[config.mk]
export PLATFORM = sky130hd
export DESIGN_NAME = seq_shift_add_multiplier
export DESIGN_NICKNAME = d
export VERILOG_FILES = /design/src/rtl/seq_shift_add_multiplier.sv
export SDC_FILE = /design/constraint.sdc
export NUM_CORES = 1
export LEC_CHECK = 0
export BUFFER_PORTS_ARGS = -buffer_cell sky130_fd_sc_hd__clkbuf_2
export CELL_PAD_IN_SITES_DETAIL_PLACEMENT = 0
export CELL_PAD_IN_SITES_GLOBAL_PLACEMENT = 1
export CORE_ASPECT_RATIO = 0.6
export CORE_MARGIN = 4
export CORE_UTILIZATION = 38
export DETAILED_ROUTE_END_ITERATION = 8
export PLACE_DENSITY_LB_ADDON = 0.1
export REMOVE_ABC_BUFFERS = 1
export SLEW_MARGIN = 20
export SYNTH_ARGS = -nofsm -noshare
export SYNTH_HDL_FRONTEND = slang
export SYNTH_SLANG_ARGS = --single-unit
[constraint.sdc]
create_clock -name clk -period 2.6 [get_ports clk]
set_input_delay 0.39 -clock clk [delete_from_list [all_inputs] [get_ports clk]]
set_output_delay 0.39 -clock clk [all_outputs]
set_load 0.005 [all_outputs]
[src/rtl/seq_shift_add_multiplier.sv]
// Iterative unsigned shift-add multiplier, WIDTH x WIDTH -> 2*WIDTH, valid/ready on both sides.
// Optional macro SEQ_MUL_EARLY_EXIT_EN: finish as soon as the remaining multiplier bits are zero.
module seq_shift_add_multiplier #(
    parameter int unsigned WIDTH = 32
) (
    input  logic                 clk,
    input  logic                 rst,
    input  logic                 in_valid,
    output logic                 in_ready,
    input  logic [WIDTH-1:0]     a,
    input  logic [WIDTH-1:0]     b,
    output logic                 out_valid,
    input  logic                 out_ready,
    output logic [2*WIDTH-1:0]   product
);

    localparam int unsigned CW = $clog2(WIDTH) + 1;
    localparam logic [CW-1:0] LAST = CW'(WIDTH - 1);

    typedef enum logic [1:0] {IDLE, RUN, DONE} state_t;

    state_t               r_state;
    state_t               w_next;
    logic [WIDTH-1:0]     r_m;
    logic [2*WIDTH:0]     r_p;
    logic [CW-1:0]        r_count;
    logic [2*WIDTH-1:0]   r_product;

    logic [WIDTH:0]       w_sum;
    logic [2*WIDTH:0]     w_shift;
    logic [2*WIDTH:0]     w_final;
    logic                 w_last;
    logic                 w_unused;

    // The carry-out of the add lands in the top bit and is shifted back into the high half.
    assign w_sum   = r_p[0] ? ({1'b0, r_p[2*WIDTH-1:WIDTH]} + {1'b0, r_m})
                            : {1'b0, r_p[2*WIDTH-1:WIDTH]};
    assign w_shift = {w_sum, r_p[WIDTH-1:0]} >> 1;

`ifdef SEQ_MUL_EARLY_EXIT_EN
    logic [WIDTH-1:0] w_rem_mask;
    // After step 'count' the low WIDTH-1-count bits are the not-yet-consumed multiplier bits.
    assign w_rem_mask = {WIDTH{1'b1}} >> (r_count + 1'b1);
    assign w_last     = (r_count == LAST) || ((w_shift[WIDTH-1:0] & w_rem_mask) == '0);
    assign w_final    = w_shift >> (LAST - r_count);
`else
    assign w_last  = (r_count == LAST);
    assign w_final = w_shift;
`endif

    assign w_unused  = ^{r_p[2*WIDTH], w_final[2*WIDTH]};
    assign in_ready  = (r_state == IDLE);
    assign out_valid = (r_state == DONE);
    assign product   = r_product;

    always_comb begin
        w_next = r_state;
        case (r_state)
            IDLE:    if (in_valid) w_next = RUN;
            RUN:     if (w_last) w_next = DONE;
            DONE:    if (out_ready) w_next = IDLE;
            default: w_next = IDLE;
        endcase
    end

    always_ff @(posedge clk) begin
        if (rst) begin
            r_state   <= IDLE;
            r_m       <= '0;
            r_p       <= '0;
            r_count   <= '0;
            r_product <= '0;
        end else begin
            r_state <= w_next;
            case (r_state)
                IDLE: begin
                    if (in_valid) begin
                        r_m     <= a;
                        r_p     <= {1'b0, {WIDTH{1'b0}}, b};
                        r_count <= '0;
                    end
                end
                RUN: begin
                    r_p     <= w_final;
                    r_count <= r_count + 1'b1;
                    if (w_last) r_product <= w_final[2*WIDTH-1:0];
                end
                default: ;
            endcase
        end
    end

endmodule

==> flow_metrics.tcl, run 1 <==
set metrics [dict create \
    maxCapViolCount 0 \
    cts_root_buf "clkbuf_16" \
    netSwitchingPower_mw 1.59 \
    avgRoutedWirePerCell_um 17.2 \
    leakagePower_nw 4.44 \
    syn_area_um2 8330 \
    relSlewSlack 0.482 \
    wl_um 25900 \
    die_w_um 199 \
    synth_edf_count 0 \
    seqPwrFrac 0.448 \
    dr.pass1.iters 5 \
    syn_avg_cell_area_um2 7.80 \
    synthTopCellsByArea "dfxtp_1 40%, nand2_1 8.4%, a21oi_1 7.4%" \
    crit_path_top_delay_cell "a221o_1" \
    synth.yosys.warnings 0 \
    rsz0062_at_grt "yes" \
    post-route-drc-count 0 \
    clk_pin_slew_ns 0.07 \
    crit_fanout 3 \
    required_ns 2.89 \
    outcome "complete, but fails checks" \
    clkLatencyLatePin_ns 0.43 \
    grt_pass1_wl_um 41300 \
    io_pins 134 \
    setup_ws_ns -0.0800 \
    synth_seq_cells 168 \
    arrival_ns 2.97 \
    fin_crit_sh 1.03 \
    tritoncts "yes" \
    initial_core_util 0.391 \
    die_area_um2 24400 \
    async_flop_share 0 \
    synth.distinct_cells 78 \
    htree_levels 4 \
    drive_above_1_share 0.278 \
    cts_sinks 168 \
    dp_hpwl_um 17100 \
    yosys_most_used_dff "dfxtp_1" \
    netlist_instances 1069 \
    nFillCells 2143 \
    timing_worst_setup_path_type "flop to flop" \
    p_int_mw 4.52 \
    grt_max_degree 124 \
    grt_pass1_vias 7407 \
    vdd_ir_drop_max_uv 457 \
    critPathTopFamily "compound AO/OA/AOI/OAI gates" \
    hp-class "primary input to flop" \
    fin_crit_ns 2.68 \
    die_y_um 123 \
    final_hold_viol_count 0 \
    nNetsFinal 1320 \
    setup_viol 6 \
    area_delta_synth_final_pct 27.4 \
    slew_viol_final 0 \
    tightest_slew_ns 0.777 \
    power_density_nw_per_um2 575 \
    via_per_inst 5.20 \
    grt_use_total 0.212 \
    n_antenna_cell 0 \
    cp-start-kind "flop" \
    switching_share 0.260 \
    fin_util 0.499 \
    slowest_delay_ns 0.40 \
    combPwrFrac 0.112 \
    grt_overflow_total 0 \
    num_vias 7851 \
    clock.fmax_mhz 373 \
    p_clk_frac 0.440 \
    ant_nets 0 \
    placementRows 41 \
    fp.coreArea_um2 21300 \
    gp_congestion 0.890 \
    cp.buffers_inverters 0 \
    skew_ns 0.0104 \
    cts_made_buffers 17 \
    seq_area_frac_synth 0.404 \
    cts_buffer_depth 2 \
    violations "setup timing" \
    yosysTopAreaCell "dfxtp_1" \
    drtIter0Drc 544 \
    end_kind "flop" \
    critical_path.cell_chain "ha_4 -> fa_2 -> a211oi_4 -> o21ai_2 -> a31oi_4 -> o211ai_1 -> a221o_1 -> xor2_1 -> mux2_4 -> nand2_1 -> a21oi_1" \
    place_ws_ns -0.265 \
    io_buffer_count 133 \
    yosys.area.top_type_share 0.404 \
    antenna_found_initial 0 \
]
worst min-delay path: stages:
cell and delay [ns]:
clkbuf_2 0.08, nand2_1 0.04, a21oi_1 0.05
synthesized netlist by cell type (3+ instances only):
| cell type | count |
|---|---|
| a211oi_1 | 17 |
| a21o_1 | 16 |
| a21oi_1 | 124 |
| a311oi_1 | 4 |
| a31oi_1 | 15 |
| and2_1 | 4 |
| and3_1 | 4 |
| and4_1 | 3 |
| buf_6 | 3 |
| clkbuf_1 | 62 |
| clkbuf_8 | 4 |
| dfxtp_1 | 168 |
| ha_1 | 33 |
| inv_1 | 6 |
| mux2_2 | 11 |
| mux2i_1 | 10 |
| nand2_1 | 187 |
| nand2b_1 | 6 |
| nand3_1 | 34 |
| nand3b_1 | 3 |
| nand4_1 | 5 |
| nor2_1 | 139 |
| nor2b_1 | 7 |
| nor3_1 | 44 |
| o211ai_1 | 5 |
| o21a_1 | 4 |
| o21ai_0 | 62 |
| o21ai_1 | 3 |
| o21bai_1 | 3 |
| o31ai_1 | 4 |
| xnor2_1 | 11 |
| xor2_1 | 12 |
path summary, 6_finish.rpt:
kind | start | endpoint | slack, ns | depth (start not counted)
max | r_p[32] | r_p[47] | -0.08 | 11
min | a[12] | r_m[12] | 0.17 | 3
max reg2reg | r_p[32] | r_p[47] | -0.08 | 11
min reg2reg | product[45] | product[45] | 0.45 | 2
final cells by class:
class | count | area [µm²] | share of cell area
multi-input combinational | 819 | 4970 | 0.468
sequential | 168 | 3380 | 0.319
timing repair buffer | 205 | 1270 | 0.120
clock buffer | 22 | 474 | 0.0447
tap | 279 | 349 | 0.0329
clock inverter | 9 | 139 | 0.0131
inverter | 7 | 26.3 | 0.00247
layer usage:
| layer | global-route usage | vias up | share of wire |
|---|---|---|---|
| met5 | 0 | - | 0 |
| met3 | 0.0433 | 12 | 0.047 |
| met2 | 0.273 | 163 | 0.37 |
| li1 | - | 4016 | - |
| met4 | 0.0359 | 0 | 0.0059 |
| met1 | 0.354 | 3660 | 0.57 |
state kept, by name, summed over array words and instances, names as in the netlist:
register	cells
r_p	64
r_state	2
product	64
r_m	32
r_count	6
cells by family (layout without fill, tap and decap cells):
kind of cell               after synthesis  count (layout)  synth area share
adders and majority gates               34              34            0.0520
and+or+nand+nor                        452             452             0.235
xor gates and xnor gates                23              23            0.0242
AOI/OAI and AO/OA                      289             289             0.212
buffers and inverters                   82             243            0.0468
muxes                                   21              21            0.0269
DFF                                    168             168             0.404
repair_timing:
action,in CTS,in global routing
gates resized for setup,21,73
setup endpoints to repair,30,40
gates cloned,0,0
pin swaps,19,33
setup buffers,1,2
hold buffers,0,0
power groups by stage:
stage,Combinational (mW),Clock [mW],Sequential (mW)
after global routing,0.770,2.86,2.75
after CTS,0.665,2.75,2.73
after floorplan,0.354,0,2.78
after global placement,0.655,0,2.79
final,0.684,2.69,2.74
after detailed placement,0.655,0,2.79
metrics by stage:
stage / instances / TNS [ns] / total power [mW] / hold WS (ns) / cell area (µm²)
floorplan: 994 / -127.06 / 3.14 / 0.435 / 7970
global placement: 1477 / -1.65 / 3.44 / 0.444 / 9600
finish: 1509 / -0.226 / 6.11 / 0.168 / 10600
detailed placement: 1477 / -2.78 / 3.44 / 0.445 / 9600
global route: 1509 / -1.61 / 6.38 / 0.175 / 10600
CTS: 1509 / -0.156 / 6.15 / 0.156 / 10300
layout by cell type (no fill, tap or decap), types with 4 or more instances in the layout:
cell type	n
ha_4	7
buf_4	67
nand2b_1	5
ha_1	21
dfxtp_1	153
a21oi_1	116
clkbuf_16	17
nor2_1	137
o21ai_0	53
nor3_1	42
o211ai_1	5
a211oi_2	5
o21a_1	4
a21o_1	16
nand4_1	5
mux2_2	9
xnor2_1	10
nand3_1	32
a21oi_2	7
a31oi_1	13
nand2_2	4
nand2_1	183
clkbuf_2	132
and3_1	4
mux2i_1	8
xor2_1	11
o21ai_1	9
buf_12	5
inv_1	6
nor2b_1	6
a211oi_1	13
ha_2	5
dfxtp_2	14
Note: power is estimated with default switching activity, not from simulation.
==> inputs of run 2 (changes only) <==
REMOVE_ABC_BUFFERS = default   (was 1)
==> run 2 against run 1 <==
Critical path depth is 1 higher. Die area stayed put. The flow still finishes with violations (setup timing). Count of clock-buffer cells in the layout is 3 higher. Cell area is 0.58% higher.
==> flow_metrics.tcl, run 2 (synthesized netlist as in run 1, its figures left out) <==
set metrics [dict create \
    relSlewSlack 0.402 \
    ant_nets 0 \
    slew_viol_final 0 \
    grt_pass1_wl_um 41100 \
    synth_fp_nets 1171 \
    setup_ws_ns -0.0950 \
    avgRoutedWirePerCell_um 17.2 \
    end_kind "flop" \
    timing_worst_setup_path_type "flop to flop" \
    gp_congestion 0.896 \
    area_delta_synth_final_pct 28.2 \
    cts_made_buffers 17 \
    n_antenna_cell 0 \
    arrival_ns 2.98 \
    wl_um 26200 \
    fin_crit_ns 2.69 \
    antenna_found_initial 0 \
    outcome "complete, but fails checks" \
    clkLatencyLatePin_ns 0.43 \
    maxCapViolCount 0 \
    placementRows 41 \
    grt_pass1_vias 7327 \
    power_mw 6.07 \
    setup_viol 11 \
    drive_above_1_share 0.280 \
    clock.fmax_mhz 371 \
    crit_fanout 3 \
    violations "setup timing" \
    dp_hpwl_um 18100 \
    nNetsFinal 1336 \
    fin_util 0.502 \
    io_pins 134 \
    required_ns 2.88 \
    cts_buffer_depth 2 \
    hp-class "primary input to flop" \
    leakagePower_nw 4.51 \
    htree_levels 4 \
    clk_pin_slew_ns 0.06 \
    place_ws_ns -0.167 \
    die_area_um2 24400 \
    vdd_ir_drop_max_uv 454 \
    cp-start-kind "flop" \
    drtIter0Drc 495 \
    final_cells 1524 \
    layout_commonest_cell "nand2_1" \
    tritoncts "yes" \
    grt_overflow_total 0 \
    dr.pass1.iters 5 \
    skew_ns 0.00815 \
    initial_core_util 0.391 \
    num_vias 7952 \
    via_per_inst 5.22 \
    most-common-layout-cells "184 x nand2_1, 154 x dfxtp_1, 137 x nor2_1" \
    cts_sinks 168 \
    grt_max_degree 84 \
    die_y_um 123 \
    final_hold_viol_count 0 \
    fp.coreArea_um2 21300 \
    rsz0062_at_grt "yes" \
    cts_root_buf "clkbuf_16" \
    dp_cells 1485 \
    die_w_um 199 \
    tightest_slew_ns 0.896 \
    grt_use_total 0.213 \
    power_density_nw_per_um2 569 \
    post-route-drc-count 0 \
    fin_crit_sh 1.04 \
    io_buffer_count 133 \
]
## run 2: cell count changes in the layout (fill, tap and decap cells not counted), moves of 3 or more
cell	delta
o21ai_1	-3
buf_4	+18
o21ai_0	+3
ha_4	+3
clkbuf_8	+5
buf_12	-4
a21oi_2	+3
ha_2	-4
## run 2: layout make-up
| class | count | area (µm²) |
|---|---|---|
| fillers | 2125 | 10600 |
| flip-flops and latches | 168 | 3380 |
| clock inverters | 5 | 82.6 |
| well taps | 279 | 349 |
| multi-input cells | 819 | 4950 |
| repair buffers | 221 | 1350 |
| clock buffers | 25 | 536 |
| inverters | 7 | 26.3 |
## run 2: per-stage QoR
step / setup TNS (ns) / hold WS [ns] / cell area, µm²
4_1_cts: -0.0284 / 0.151 / 10400
6_report: -0.567 / 0.172 / 10700
2_1_floorplan: -0.0489 / 0.441 / 8350
3_3_place_gp: -1.28 / 0.444 / 9630
3_5_place_dp: -1.81 / 0.446 / 9630
5_1_grt: -2.84 / 0.162 / 10700
## run 2: final timing paths
check | start | endpoint | slack (ns) | depth (start not counted)
setup / recovery | r_p[32] | r_p[51] | -0.09 | 12
hold / removal | a[14] | r_m[14] | 0.17 | 3
setup reg to reg | r_p[32] | r_p[51] | -0.09 | 12
hold reg to reg | product[1] | product[1] | 0.45 | 2
## run 2: power by group
| part | total (mW) | switching, mW | internal, mW |
|---|---|---|---|
| sequential | 2.74 | 0.0748 | 2.67 |
| clock | 2.66 | 1.04 | 1.61 |
| combinational | 0.673 | 0.421 | 0.252 |
## run 2: metal layers
metal / up-vias / wire length (µm) / share of wire / track usage
li1: 4047 / - / - / -
met1: 3721 / 14500 / 0.55 / 0.348
met2: 172 / 9990 / 0.38 / 0.275
met3: 12 / 1440 / 0.055 / 0.0472
met4: 0 / 215 / 0.0082 / 0.0500
met5: - / 0 / 0 / 0
## run 2: what timing repair did
| action | in CTS | in global routing |
|---|---|---|
| endpoints found under the setup margin | 35 | 43 |
| pin swaps | 14 | 33 |
| gates resized for setup | 19 | 57 |
| hold buffers | 0 | 0 |
| setup buffers | 3 | 7 |
## run 2: worst max-delay path, stage by stage, from the launching register on
cell and delay [ns]:
dfxtp_2 0.34, ha_4 0.16, fa_2 0.37, a211oi_4 0.25
o21ai_2 0.13, a31oi_4 0.23, o211ai_2 0.13, a41o_1 0.25
buf_4 0.14, xor2_2 0.16, mux2_4 0.27, nand2_1 0.07
a21oi_1 0.06
